--- config.mk ---
export PLATFORM = sky130hd
export DESIGN_NAME = seq_alu
export DESIGN_NICKNAME = d
export VERILOG_FILES = /design/src/rtl/alu_pkg.sv /design/src/rtl/alu_iter_unit.sv /design/src/rtl/seq_alu.sv
export SDC_FILE = /design/constraint.sdc
export NUM_CORES = 1
export LEC_CHECK = 0
export BUFFER_PORTS_ARGS = -buffer_cell sky130_fd_sc_hd__buf_4
export CAP_MARGIN = 20
export CORE_MARGIN = 10
export CORE_UTILIZATION = 65
export CTS_BUF_LIST = sky130_fd_sc_hd__clkbuf_4 sky130_fd_sc_hd__clkbuf_8 sky130_fd_sc_hd__clkbuf_16
export DETAILED_ROUTE_END_ITERATION = 8
export HOLD_SLACK_MARGIN = 0.02
export PLACE_DENSITY_LB_ADDON = 0.05
export SLEW_MARGIN = 20
export SYNTH_ARGS = -nofsm -noshare
export SYNTH_HDL_FRONTEND = slang
export SYNTH_SLANG_ARGS = --single-unit
--- constraint.sdc ---
create_clock -name clk -period 10.55 [get_ports clk]
set_input_delay 0.5275 -clock clk [delete_from_list [all_inputs] [get_ports clk]]
set_output_delay 0.5275 -clock clk [all_outputs]
set_load 0.03 [all_outputs]
--- src/rtl/alu_pkg.sv ---
// Shared opcodes, FSM states and op classification for seq_alu.
// SEQ_ALU_DIV_EN selects whether DIVU/REMU run on the iterative unit.
package alu_pkg;

  localparam logic [3:0] OP_AND  = 4'b0000;
  localparam logic [3:0] OP_OR   = 4'b0001;
  localparam logic [3:0] OP_ADD  = 4'b0010;
  localparam logic [3:0] OP_SUB  = 4'b0011;
  localparam logic [3:0] OP_XOR  = 4'b0100;
  localparam logic [3:0] OP_SLT  = 4'b0111;
  localparam logic [3:0] OP_MUL  = 4'b1000;
  localparam logic [3:0] OP_MULH = 4'b1001;
  localparam logic [3:0] OP_DIVU = 4'b1010;
  localparam logic [3:0] OP_REMU = 4'b1011;

  typedef enum logic [1:0] {
    ST_IDLE = 2'd0,
    ST_CALC = 2'd1,
    ST_DONE = 2'd2
  } state_t;

  function automatic logic is_multicycle(input logic [3:0] op);
`ifdef SEQ_ALU_DIV_EN
    return (op == OP_MUL) || (op == OP_MULH) ||
           (op == OP_DIVU) || (op == OP_REMU);
`else
    return (op == OP_MUL) || (op == OP_MULH);
`endif
  endfunction

endpackage

--- src/rtl/alu_iter_unit.sv ---
// Shift-add multiplier and restoring divider, one bit per cycle.
// Accumulator holds {hi, lo}: product, or {remainder, quotient}.
module alu_iter_unit
  import alu_pkg::*;
#(
  parameter int WIDTH = 32
) (
  input  logic             clk,
  input  logic             rst_n,
  input  logic             start,
  input  logic             hi_sel,
  input  logic             div_sel,
  input  logic [WIDTH-1:0] a,
  input  logic [WIDTH-1:0] b,
  output logic             done,
  output logic [WIDTH-1:0] res
);

  localparam int CW = $clog2(WIDTH);

  logic [2*WIDTH-1:0] acc;
  logic [2*WIDTH-1:0] acc_nx;
  logic [2*WIDTH-1:0] mul_nx;
  logic [WIDTH-1:0]   m;
  logic [WIDTH:0]     msum;
  logic [CW-1:0]      cnt;
  logic               busy;
  logic               hi_q;

  assign msum   = {1'b0, acc[2*WIDTH-1:WIDTH]} +
                  (acc[0] ? {1'b0, m} : '0);
  assign mul_nx = {msum, acc[WIDTH-1:1]};

`ifdef SEQ_ALU_DIV_EN
  logic             div_q;
  logic [WIDTH:0]   rsh;
  logic [WIDTH:0]   diff;
  logic [2*WIDTH-1:0] div_nx;

  // Negative trial difference restores the shifted remainder
  assign rsh    = acc[2*WIDTH-1:WIDTH-1];
  assign diff   = rsh - {1'b0, m};
  assign div_nx = diff[WIDTH]
                ? {rsh[WIDTH-1:0], acc[WIDTH-2:0], 1'b0}
                : {diff[WIDTH-1:0], acc[WIDTH-2:0], 1'b1};
  assign acc_nx = div_q ? div_nx : mul_nx;
`else
  logic unused_div;
  assign unused_div = div_sel;
  assign acc_nx     = mul_nx;
`endif

  assign done = busy && (cnt == '0);
  assign res  = hi_q ? acc_nx[2*WIDTH-1:WIDTH]
                     : acc_nx[WIDTH-1:0];

  always_ff @(posedge clk or negedge rst_n) begin
    if (!rst_n) begin
      acc  <= '0;
      m    <= '0;
      cnt  <= '0;
      busy <= 1'b0;
      hi_q <= 1'b0;
`ifdef SEQ_ALU_DIV_EN
      div_q <= 1'b0;
`endif
    end else if (start) begin
      cnt  <= CW'(WIDTH-1);
      busy <= 1'b1;
      hi_q <= hi_sel;
`ifdef SEQ_ALU_DIV_EN
      div_q <= div_sel;
      acc   <= {{WIDTH{1'b0}}, div_sel ? a : b};
      m     <= div_sel ? b : a;
`else
      acc   <= {{WIDTH{1'b0}}, b};
      m     <= a;
`endif
    end else if (busy) begin
      acc <= acc_nx;
      cnt <= cnt - 1'b1;
      if (cnt == '0) busy <= 1'b0;
    end
  end

endmodule

--- src/rtl/seq_alu.sv ---
// Multi-cycle ALU behind valid/ready; MUL/MULH iterate WIDTH cycles.
// Define SEQ_ALU_DIV_EN to build the DIVU/REMU divider.
module seq_alu
  import alu_pkg::*;
#(
  parameter int WIDTH      = 32,
  parameter bit SIGNED_CMP = 1'b0
) (
  input  logic             clk,
  input  logic             rst_n,
  input  logic             in_valid,
  output logic             in_ready,
  input  logic [WIDTH-1:0] data1,
  input  logic [WIDTH-1:0] data2,
  input  logic [3:0]       aluoperation,
  output logic             out_valid,
  input  logic             out_ready,
  output logic [WIDTH-1:0] result,
  output logic             zero,
  output logic             lt,
  output logic             gt
);

  state_t           st;
  logic [WIDTH-1:0] a_q;
  logic [WIDTH-1:0] b_q;
  logic [WIDTH-1:0] opa;
  logic [WIDTH-1:0] opb;
  logic [WIDTH-1:0] alu_y;
  logic [WIDTH-1:0] iter_y;
  logic             accept;
  logic             multi;
  logic             done;
  logic             c_lt;
  logic             c_gt;

  assign in_ready  = (st == ST_IDLE);
  assign out_valid = (st == ST_DONE);
  assign accept    = in_valid && in_ready;
  assign multi     = is_multicycle(aluoperation);

  // Flags see live inputs on accept, latched operands after CALC
  assign opa = in_ready ? data1 : a_q;
  assign opb = in_ready ? data2 : b_q;

  always_comb begin
    if (SIGNED_CMP) begin
      c_lt = $signed(opa) < $signed(opb);
      c_gt = $signed(opa) > $signed(opb);
    end else begin
      c_lt = opa < opb;
      c_gt = opa > opb;
    end
  end

  always_comb begin
    alu_y = data1 + data2;
    unique case (1'b1)
      aluoperation == OP_AND: alu_y = data1 & data2;
      aluoperation == OP_OR:  alu_y = data1 | data2;
      aluoperation == OP_SUB: alu_y = data1 - data2;
      aluoperation == OP_XOR: alu_y = data1 ^ data2;
      aluoperation == OP_SLT: alu_y = {{(WIDTH-1){1'b0}}, c_lt};
      default: ;
    endcase
  end

  alu_iter_unit #(.WIDTH(WIDTH)) u_iter (
    .clk     (clk),
    .rst_n   (rst_n),
    .start   (accept && multi),
    .hi_sel  (aluoperation[0]),
    .div_sel (aluoperation[1]),
    .a       (data1),
    .b       (data2),
    .done    (done),
    .res     (iter_y)
  );

  always_ff @(posedge clk or negedge rst_n) begin
    if (!rst_n) begin
      st     <= ST_IDLE;
      a_q    <= '0;
      b_q    <= '0;
      result <= '0;
      zero   <= 1'b0;
      lt     <= 1'b0;
      gt     <= 1'b0;
    end else begin
      unique case (st)
        ST_IDLE: if (accept) begin
          a_q <= data1;
          b_q <= data2;
          if (multi) begin
            st <= ST_CALC;
          end else begin
            st     <= ST_DONE;
            result <= alu_y;
            zero   <= (alu_y == '0);
            lt     <= c_lt;
            gt     <= c_gt;
          end
        end
        ST_CALC: if (done) begin
          st     <= ST_DONE;
          result <= iter_y;
          zero   <= (iter_y == '0);
          lt     <= c_lt;
          gt     <= c_gt;
        end
        ST_DONE: if (out_ready) st <= ST_IDLE;
        default: st <= ST_IDLE;
      endcase
    end
  end

endmodule

==> results_dict.tcl, run 1 <==
set metrics [dict create \
    outcome "finished clean" \
    p_sw_mw 2.31 \
    synth_edf_count 0 \
    rsz0062_at_grt "no" \
    post-route-util_pct 73.0 \
    async_flop_share_pct 100 \
    routedWlPerCell_um 22.4 \
    p_int_mw 2.76 \
    startpoint_type "flip-flop" \
    vias_per_cell 6.45 \
    io_pins 109 \
    drt_first_pass_iters 6 \
    fin_skew_ns 0.0106 \
    wl_um 49700 \
    grt_pass1_vias 13900 \
    cts_made_buffers 24 \
    path_max_fanout 58 \
    antenna_found_initial 1 \
    ys_types 84 \
    fin_tns_setup_ns 0 \
    core_mm2 0.0241 \
    max-slew-margin-rel_pct 27.8 \
    synth-seq-area-share_pct 32.3 \
    p_leak_nw 8.62 \
    power_frac_comb_pct 55.8 \
    grt_pass1_wl_um 77700 \
    synthCells 1831 \
    synth_fp_nets 2067 \
    cp_top_family "simple AND/OR/NAND/NOR gates" \
    cts.sinks 204 \
    power.density_mw_per_mm2 288 \
    hp-class "primary input to async pin" \
    crit_buf_inv 3 \
    grt.total_usage_pct 31.2 \
    fmax_ghz 0.191 \
    final_common_cell "nand2_1" \
    root_buffer "clkbuf_16" \
    ys_ff_latch 204 \
    ys.flop_type "dfrtp_1" \
    clk_latency_ns 0.54 \
    hold_buffers 0 \
    synth_area_per_cell_um2 8.64 \
    finalSetupViolations 0 \
    worstPathArrival_ns 5.68 \
    diodes 0 \
    nets 2116 \
    tightest_slew_ns 1.08 \
    swShare_pct 45.6 \
    vias 14300 \
    cp_slowest_cell "buf_4" \
    cts_setup_buffers 0 \
    synth_warnings 0 \
    cts.path.max_buffers 3 \
    synth_area_mm2 0.0158 \
    cts.repair.resized 0 \
    drv_cap 0 \
    initial_core_util_pct 65.6 \
    hold_viol 0 \
    pwr-share-seq_pct 27.8 \
    cp_common_cell "buf_4" \
    fillers 1868 \
    report.final.slew_viol_count 0 \
    min_period_over_period_pct 49.6 \
    die_area_mm2 0.0310 \
    cts_tree "done" \
    max_stage_delay_ns 0.76 \
    clock_power_share_pct 16.4 \
    rows 57 \
    syn2layout_area_growth_pct 11.3 \
    cts.clk_slew.worst_paths_ns 0.06 \
    crit_path_cell_trace "buf_4 -> nor2_4 -> buf_4 -> mux2_2 -> ha_1 -> nor2b_1 -> o21a_1 -> o21ai_0 -> a211oi_1 -> nor3_1 -> o21ai_0 -> buf_4 -> o31ai_1 -> nor4_2 -> and4_1 -> nand4_1 -> or4_1 -> o31ai_1" \
    critPathKind "flip-flop to flip-flop" \
    gp_congestion 0.946 \
    dp_hpwl_um 37500 \
    endpoint_kind "flip-flop" \
    vdd.ir_drop.worst_v 0.000218 \
    drc 0 \
    port_buffers 108 \
    drive_above_1_share_pct 12.3 \
    gr-total-overflow 0 \
    grt_max_degree 126 \
    die_h_um 176 \
    htree_num_levels 1 \
    ant_nets 0 \
    drt_iter0_drc 1639 \
    die_w_um 176 \
    period_minus_slack_ns 5.24 \
    crit_required_ns 10.99 \
    final_cell_mix "nand2_1, dfrtp_1, o21ai_0" \
]
-- per-layer routing --
layer,part of all wire [%],vias up,track usage [%]
li1,-,6624,-
met1,45,6938,45.4
met2,43,672,46.3
met3,9.5,91,6.49
met4,2.5,2,8.12
met5,0.026,-,0
-- sequential cells by signal (all words and copies together), names as in the netlist --
signal	flops
u_iter.hi_q	1
st	2
a_q	32
lt	1
zero	1
u_iter.cnt	5
u_iter.acc	64
result	32
u_iter.busy	1
b_q	32
gt	1
u_iter.m	32
-- final timing paths --
path / startpoint / to / slack, ns / depth (start not counted)
setup / recovery: st[0]$_DFFE_PN0P_ / zero$_DFFE_PN0P_ / 5.31 / 18
setup reg to reg: st[0]$_DFFE_PN0P_ / zero$_DFFE_PN0P_ / 5.31 / 18
hold / removal: rst_n / u_iter.cnt[1]$_DFFE_PN0P_ / 0.04 / 1
hold reg to reg: a_q[9]$_DFFE_PN0P_ / a_q[9]$_DFFE_PN0P_ / 0.48 / 2
max in group asynchronous: rst_n / a_q[26]$_DFFE_PN0P_ / 9.10 / 2
min in group clk: out_ready / st[1]$_DFFE_PN0P_ / 0.23 / 2
-- through the flow --
| step | power [mW] | cells | hold slack [ns] | cell area (um2) | setup WS (ns) |
|---|---|---|---|---|---|
| global route | 5.39 | 2221 | 0.0915 | 17600 | 5.02 |
| detailed placement | 4.15 | 2178 | 0.463 | 16800 | 5.05 |
| finish | 5.07 | 2221 | 0.0419 | 17600 | 5.31 |
| CTS | 5.01 | 2221 | 0.0648 | 17600 | 5.32 |
| floorplan | 3.35 | 1831 | 0.232 | 15800 | 5.98 |
| global placement | 4.04 | 2178 | 0.454 | 16800 | 5.21 |
-- cells in the mapped netlist (25+ instances only) --
| library cell | number | area share (%) |
|---|---|---|
| nand2_1 | 206 | 4.9 |
| dfrtp_1 | 204 | 32 |
| o21ai_0 | 196 | 6.2 |
| ha_1 | 162 | 13 |
| nor2_1 | 145 | 3.4 |
| a21oi_1 | 138 | 4.4 |
| mux2i_1 | 108 | 6.8 |
| inv_1 | 86 | 2.0 |
| clkbuf_1 | 76 | 1.8 |
| xnor2_1 | 67 | 3.7 |
| a21o_1 | 45 | 2.1 |
| mux2_2 | 40 | 2.8 |
| and2_1 | 39 | 1.5 |
| xor2_1 | 25 | 1.4 |
-- layout make-up --
| class | count | area [um2] | share of cell area [%] |
|---|---|---|---|
| clock buffer | 30 | 671 | 3.81 |
| timing repair buffer | 121 | 918 | 5.22 |
| tap | 324 | 405 | 2.30 |
| multi-input combinational | 1442 | 10100 | 57.1 |
| sequential | 204 | 5110 | 29.0 |
| clock inverter | 13 | 121 | 0.689 |
| inverter | 87 | 327 | 1.85 |
-- worst register-to-register path, cell delays in order, from the launching register on --
cell	delay, ns
dfrtp_1	0.36
buf_4	0.27
nor2_4	0.42
buf_4	0.77
mux2_2	0.49
ha_1	0.30
nor2b_1	0.14
o21a_1	0.12
o21ai_0	0.18
a211oi_1	0.30
nor3_1	0.08
o21ai_0	0.16
buf_4	0.16
o31ai_1	0.10
nor4_2	0.25
and4_1	0.24
nand4_1	0.10
or4_1	0.50
o31ai_1	0.22
-- power by group through the flow --
stage                     clock (mW)  sequential (mW)  combinational (mW)
after floorplan                    0             1.45                1.90
after global placement             0             1.39                2.66
after detailed placement           0             1.41                2.75
after CTS                      0.835             1.40                2.78
after global routing           0.864             1.45                3.08
final                          0.829             1.41                2.83
-- cells by family after synthesis --
kind of cell / share of synthesized area, %
AOI/OAI and AO/OA: 20.8
and+or+nand+nor: 14.4
DFF: 32.3
buffers and inverters: 4.54
adders and majority gates: 13.1
muxes: 9.77
xor gates and xnor gates: 5.09
No activity file was read; power rests on OpenSTA's default activity.
==> inputs of run 2 (changes only) <==
--- a/config.mk
+++ b/config.mk
@@ -5,10 +5,11 @@
 export SDC_FILE = /design/constraint.sdc
 export NUM_CORES = 1
 export LEC_CHECK = 0
+export ABC_AREA = 1
 export BUFFER_PORTS_ARGS = -buffer_cell sky130_fd_sc_hd__buf_4
 export CAP_MARGIN = 20
 export CORE_MARGIN = 10
-export CORE_UTILIZATION = 65
+export CORE_UTILIZATION = 57
 export CTS_BUF_LIST = sky130_fd_sc_hd__clkbuf_4 sky130_fd_sc_hd__clkbuf_8 sky130_fd_sc_hd__clkbuf_16
 export DETAILED_ROUTE_END_ITERATION = 8
 export HOLD_SLACK_MARGIN = 0.02
==> constraint.sdc (replaced) <==
create_clock -name clk -period 4.4 [get_ports clk]
set_input_delay 0.22 -clock clk [delete_from_list [all_inputs] [get_ports clk]]
set_output_delay 0.22 -clock clk [all_outputs]
set_load 0.03 [all_outputs]
==> run 2 against run 1 <==
  * Non-clock buffer count up 43
  * Register-to-register slack got worse by 4.6 ns
  * Die area rose by 25%
  * First-iteration DRC count up 19%
  * Utilization down 7.4 points
  * Sequential power increased by 140%
  * Design area rose by 15%
  * Routed wire length up 25%
  * Combinational power is 110% higher
  * Cell count up 48%
  * Critical path type is now primary input to flip-flop
  * Critical endpoint unchanged
  * Largest cell class unchanged
==> results_dict.tcl, run 2 <==
set metrics [dict create \
    critPathKind "primary input to flip-flop" \
    cts_tree "done" \
    cp_common_cell "nand2_1" \
    max_stage_delay_ns 0.55 \
    dp_hpwl_um 48200 \
    die_area_mm2 0.0387 \
    syn2layout_area_growth_pct 13.4 \
    synth_area_per_cell_um2 6.45 \
    hold_ws_ns 0.0485 \
    root_buffer "clkbuf_16" \
    synth_largest_area_cell "dfrtp_1" \
    hp-class "primary input to flip-flop" \
    async_flop_share_pct 100 \
    drive_above_1_share_pct 9.06 \
    die_w_um 197 \
    rsz0062_at_grt "no" \
    grt_pass1_wl_um 96500 \
    power.density_mw_per_mm2 564 \
    initial_core_util_pct 57.9 \
    hold_viol 0 \
    ant_nets 0 \
    finalPower_mw 11.4 \
    dp_cells 3198 \
    synth_area_leaders "dfrtp_1, nand2_1, ha_1" \
    largest_register_ffs 64 \
    synth_most_common_cell "nand2_1" \
    outcome "finished clean" \
    final_cells 3277 \
    gp_congestion 0.969 \
    clk_latency_ns 0.56 \
    p_leak_nw 11.4 \
    core_mm2 0.0307 \
    seq_area_mm2 0.00511 \
    final_common_cell "nand2_1" \
    vias_per_cell 5.70 \
    ys_ff_latch 204 \
    vdd.ir_drop.worst_v 0.000370 \
    htree_num_levels 1 \
    fmax_ghz 0.256 \
    cts.clk_slew.worst_paths_ns 0.06 \
    grt_max_degree 99 \
    die_h_um 197 \
    cts.sinks 204 \
    ys_types 51 \
    fin_skew_ns 0.0311 \
    worstPathArrival_ns 4.38 \
    drt_first_pass_iters 6 \
    cp_slowest_cell "dlygate4sd3_1" \
    routed.top_layer "met5" \
    diodes 0 \
    io_pins 109 \
    final_cell_mix "nand2_1, inv_1, o21ai_0" \
    startpoint_type "primary input" \
    synth-seq-area-share_pct 28.6 \
    drt_iter0_drc 1951 \
    nets 3101 \
    regMostFlops "u_iter.acc" \
    drc 0 \
    synth_warnings 0 \
    min_period_over_period_pct 88.7 \
    grt_pass1_vias 17700 \
    wl_um 62100 \
    gr-total-overflow 0 \
    crit_required_ns 4.88 \
    wl_met1_um 26800 \
    report.final.slew_viol_count 0 \
    wl_met3_um 5280 \
    ys.flop_type "dfrtp_1" \
    met2WireLength_um 27600 \
    rows 64 \
    tightest_slew_ns 1.08 \
    endpoint_kind "flip-flop" \
    fillers 2818 \
    routedWlPerCell_um 18.9 \
    netlist.area_leader.share_pct 28.6 \
    drv_cap 0 \
    port_buffers 108 \
    cts_made_buffers 24 \
    synth_fp_nets 2998 \
    synth_edf_count 0 \
    antenna_found_initial 2 \
    synth_area_mm2 0.0178 \
    cts.path.max_buffers 3 \
    grt.total_usage_pct 31.4 \
    finalSetupViolations 0 \
    vias 18700 \
    fin_tns_setup_ns 0 \
    yosys-top-cells-count "nand2_1, inv_1, o21ai_0" \
    multi_input_area_mm2 0.0107 \
    synthCells 2762 \
    max-slew-margin-rel_pct 27.9 \
    path_max_fanout 5 \
    period_minus_slack_ns 3.90 \
]
==> run 2: cell count changes in the layout (fill, tap and decap cells not counted), sizes merged, moves of 43 or more <==
cell   delta
nand2   +759
inv     +367
nand3   +126
mux2i   -107
a21oi    -75
nor2     +68
xnor2    -65
o21ai    +51
a21o     -43
==> run 2: logic make-up after synthesis <==
logic type      Yosys count  synth area share (%)
xor+xnor                 42                  2.06
buf+inv                 546                  11.8
compound gates          423                  14.0
simple gates           1382                  31.9
mux                       1                0.0562
flops                   204                  28.6
fa+ha+maj               164                  11.6
==> run 2: layout make-up <==
class	instances	share of cell area, %
flip-flops and latches	204	25.3
clock inverters	8	0.514
inverters	459	8.55
well taps	396	2.45
clock buffers	34	3.47
repair buffers	164	6.52
multi-input cells	2012	53.2
==> run 2: path summary, 6_finish.rpt <==
path | from | endpoint | slack, ns | depth (start not counted)
hold reg to reg | b_q[1]$_DFFE_PN0P_ | b_q[1]$_DFFE_PN0P_ | 0.48 | 2
min in group asynchronous | rst_n | a_q[5]$_DFFE_PN0P_ | 0.28 | 2
setup / recovery | data2[6] | zero$_DFFE_PN0P_ | 0.50 | 27
hold / removal | data2[20] | u_iter.acc[20]$_DFFE_PN0P_ | 0.05 | 3
setup reg to reg | st[1]$_DFFE_PN0P_ | zero$_DFFE_PN0P_ | 0.74 | 17
max in group asynchronous | rst_n | u_iter.acc[0]$_DFFE_PN0P_ | 2.94 | 3
==> run 2: repair_timing <==
item                                    in CTS  in global routing
hold endpoints to repair                   116                  0
hold buffers                                31                  0
endpoints found under the setup margin       0                  7
setup buffers                                0                  7
gates resized for setup                      0                 42
==> run 2: stage by stage <==
stage	setup slack, ns	utilization, %	area (um2)
2_1_floorplan	1.11	-	17800
3_3_place_gp	0.247	61.5	18900
3_5_place_dp	0.209	61.5	18900
4_1_cts	0.157	65.1	20000
5_1_grt	0.0812	65.7	20200
6_report	0.498	65.7	20200
==> run 2: per-layer routing <==
layer,vias up,GRT usage (%)
met2,873,49.2
met3,140,5.59
met4,2,11.6
met1,8691,42.6
li1,8970,-
met5,-,0
==> run 2: where the power goes <==
part / switching (mW) / total, mW / internal, mW
sequential: 0.618 / 3.36 / 2.74
clock: 0.844 / 2.07 / 1.22
combinational: 3.94 / 5.97 / 2.02
total: 5.41 / 11.4 / 5.99
==> run 2: worst max-delay path, delay by kind of cell <==
| kind | cells | cell delay [ns] |
|---|---|---|
| AO/OA/AOI/OAI | 1 | 0.25 |
| XOR/XNOR | 1 | 0.17 |
| adder cells (fa/ha/maj) | 1 | 0.45 |
| buffers and inverters | 5 | 1.05 |
| AND/OR/NAND/NOR | 19 | 2.25 |
==> inputs of run 3 (changes only) <==
--- a/config.mk
+++ b/config.mk
@@ -14,6 +14,7 @@
 export DETAILED_ROUTE_END_ITERATION = 8
 export HOLD_SLACK_MARGIN = 0.02
 export PLACE_DENSITY_LB_ADDON = 0.05
+export RECOVER_POWER = 25
 export SLEW_MARGIN = 20
 export SYNTH_ARGS = -nofsm -noshare
 export SYNTH_HDL_FRONTEND = slang
==> run 3 against run 2 <==
  * Routed wire length is 0.45% lower
  * Worst setup slack better by 0.018 ns
  * The flow now finishes with violations (capacitance limit, slew limit)
  * Utilization is 0.33 points lower
  * Combinational power is 2% lower
  * Fmax is 0.46% higher
  * Sequential power hardly changed
  * Register-to-register slack better by 0.03 ns
  * Cell count stayed put
==> results_dict.tcl, run 3 (synthesis gave the netlist of run 2 again) <==
set metrics [dict create \
    initial_core_util_pct 57.9 \
    max-slew-margin-rel_pct -63.4 \
    die_h_um 197 \
    htree_num_levels 1 \
    violations "capacitance limit, slew limit" \
    grt_pass1_wl_um 96500 \
    drive_above_1_share_pct 8.19 \
    routedWlPerCell_um 18.9 \
    cts.path.max_buffers 3 \
    power.density_mw_per_mm2 561 \
    path_max_fanout 5 \
    min_period_over_period_pct 88.3 \
    cts_tree "done" \
    finalSetupViolations 0 \
    vias 18600 \
    period_minus_slack_ns 3.88 \
    antenna_found_initial 2 \
    cts_made_buffers 24 \
    rsz0062_at_grt "no" \
    regMostFlops "u_iter.acc" \
    port_buffers 108 \
    critPathKind "primary input to flip-flop" \
    cts.sinks 204 \
    hp-class "primary input to flip-flop" \
    r2r_cells 17 \
    drt_iter0_drc 1993 \
    hold_ws_ns 0.0481 \
    largest_register_ffs 64 \
    hold_depth 3 \
    ant_nets 0 \
    endpoint_kind "flip-flop" \
    crit_required_ns 4.88 \
    worstPathArrival_ns 4.36 \
    grt_max_degree 99 \
    die_w_um 197 \
    fin_tns_setup_ns 0 \
    final_cell_mix "nand2_1, inv_1, o21ai_0" \
    report.final.slew_viol_count 90 \
    rows 64 \
    grt_pass1_vias 17700 \
    vias_per_cell 5.68 \
    gr-total-overflow 0 \
    gp_congestion 0.969 \
    place_ws_ns 0.209 \
    dp_hpwl_um 48200 \
    die_area_mm2 0.0387 \
    io_pins 109 \
    drc 0 \
    startpoint_type "primary input" \
    post-route-util_pct 65.4 \
    p_leak_nw 11.4 \
    root_buffer "clkbuf_16" \
    nets 3101 \
    final_common_cell "nand2_1" \
    outcome "complete, but fails checks" \
    hold_viol 0 \
    drv_cap 1 \
    tightest_slew_ns 2.45 \
    fin_skew_ns 0.0304 \
    syn2layout_area_growth_pct 12.8 \
    diodes 0 \
    fmax_ghz 0.257 \
    drt_first_pass_iters 6 \
    worst_slack_ns 0.516 \
    core_mm2 0.0307 \
    clk_latency_ns 0.56 \
    cts.clk_slew.worst_paths_ns 0.06 \
    wl_um 61800 \
    vdd.ir_drop.worst_v 0.000370 \
    grt.total_usage_pct 31.4 \
]
## run 3: worst paths after layout
kind | from | to | slack, ns
max in group asynchronous | rst_n | u_iter.acc[0]$_DFFE_PN0P_ | 1.75
setup reg to reg | st[1]$_DFFE_PN0P_ | zero$_DFFE_PN0P_ | 0.77
hold / removal | data2[20] | u_iter.acc[20]$_DFFE_PN0P_ | 0.05
setup / recovery | data2[6] | zero$_DFFE_PN0P_ | 0.52
hold reg to reg | result[12]$_DFFE_PN0P_ | result[12]$_DFFE_PN0P_ | 0.48
min in group asynchronous | rst_n | b_q[4]$_DFFE_PN0P_ | 0.94
## run 3: layout make-up
| type | count | area (um2) |
|---|---|---|
| multi-input combinational | 2012 | 10700 |
| fill | 2851 | 10700 |
| sequential | 204 | 5110 |
| inverter | 459 | 1730 |
| timing repair buffer | 164 | 1210 |
| clock buffer | 34 | 701 |
| tap | 396 | 495 |
| clock inverter | 8 | 104 |
## run 3: worst max-delay path, stage by stage
cell and delay, ns:
dlygate4sd3_1 0.55, buf_4 0.18, nor2_1 0.10, nand2_1 0.11
nor3_2 0.29, inv_1 0.08, nor4_2 0.22, inv_1 0.18
o41ai_2 0.25, xor2_1 0.17, inv_1 0.05, ha_1 0.44
nand2_1 0.14, nor2_1 0.19, and3_1 0.20, nand3_1 0.10
nand2_1 0.09, nand2_1 0.05, nand3_1 0.10, nand2_1 0.08
nor2_1 0.13, nand2_1 0.07, nor2_2 0.09, nand4_1 0.08
nand2_1 0.11, nand2_1 0.05, nand2_1 0.06
## run 3: metrics by stage
step | total power, mW | area (um2) | cells
floorplan | 7.30 | 17800 | 2762
global placement | 8.94 | 18900 | 3198
detailed placement | 9.13 | 18900 | 3198
CTS | 11.3 | 20000 | 3271
global route | 12.2 | 20100 | 3277
finish | 11.3 | 20100 | 3277
## run 3: timing repair
| action | in CTS | in global routing |
|---|---|---|
| gates resized for setup | 0 | 42 |
| hold buffers | 31 | 0 |
| setup endpoints to repair | 0 | 7 |
| setup buffers | 0 | 7 |
| hold endpoints to repair | 116 | 0 |
## run 3: power by group
part	switching, mW	leakage, nW	internal (mW)	total, mW
Clock	0.843	0.403	1.22	2.07
Combinational	3.92	8.40	1.93	5.85
Sequential	0.616	2.54	2.74	3.36
## run 3: layer usage
| layer | wire length [um] | track usage, % | vias up |
|---|---|---|---|
| met1 | 26100 | 42.6 | 8624 |
| met2 | 27500 | 49.2 | 893 |
| met4 | 2350 | 11.6 | 2 |
| met5 | 16 | 0 | - |
| met3 | 5830 | 5.59 | 133 |
| li1 | - | - | 8962 |
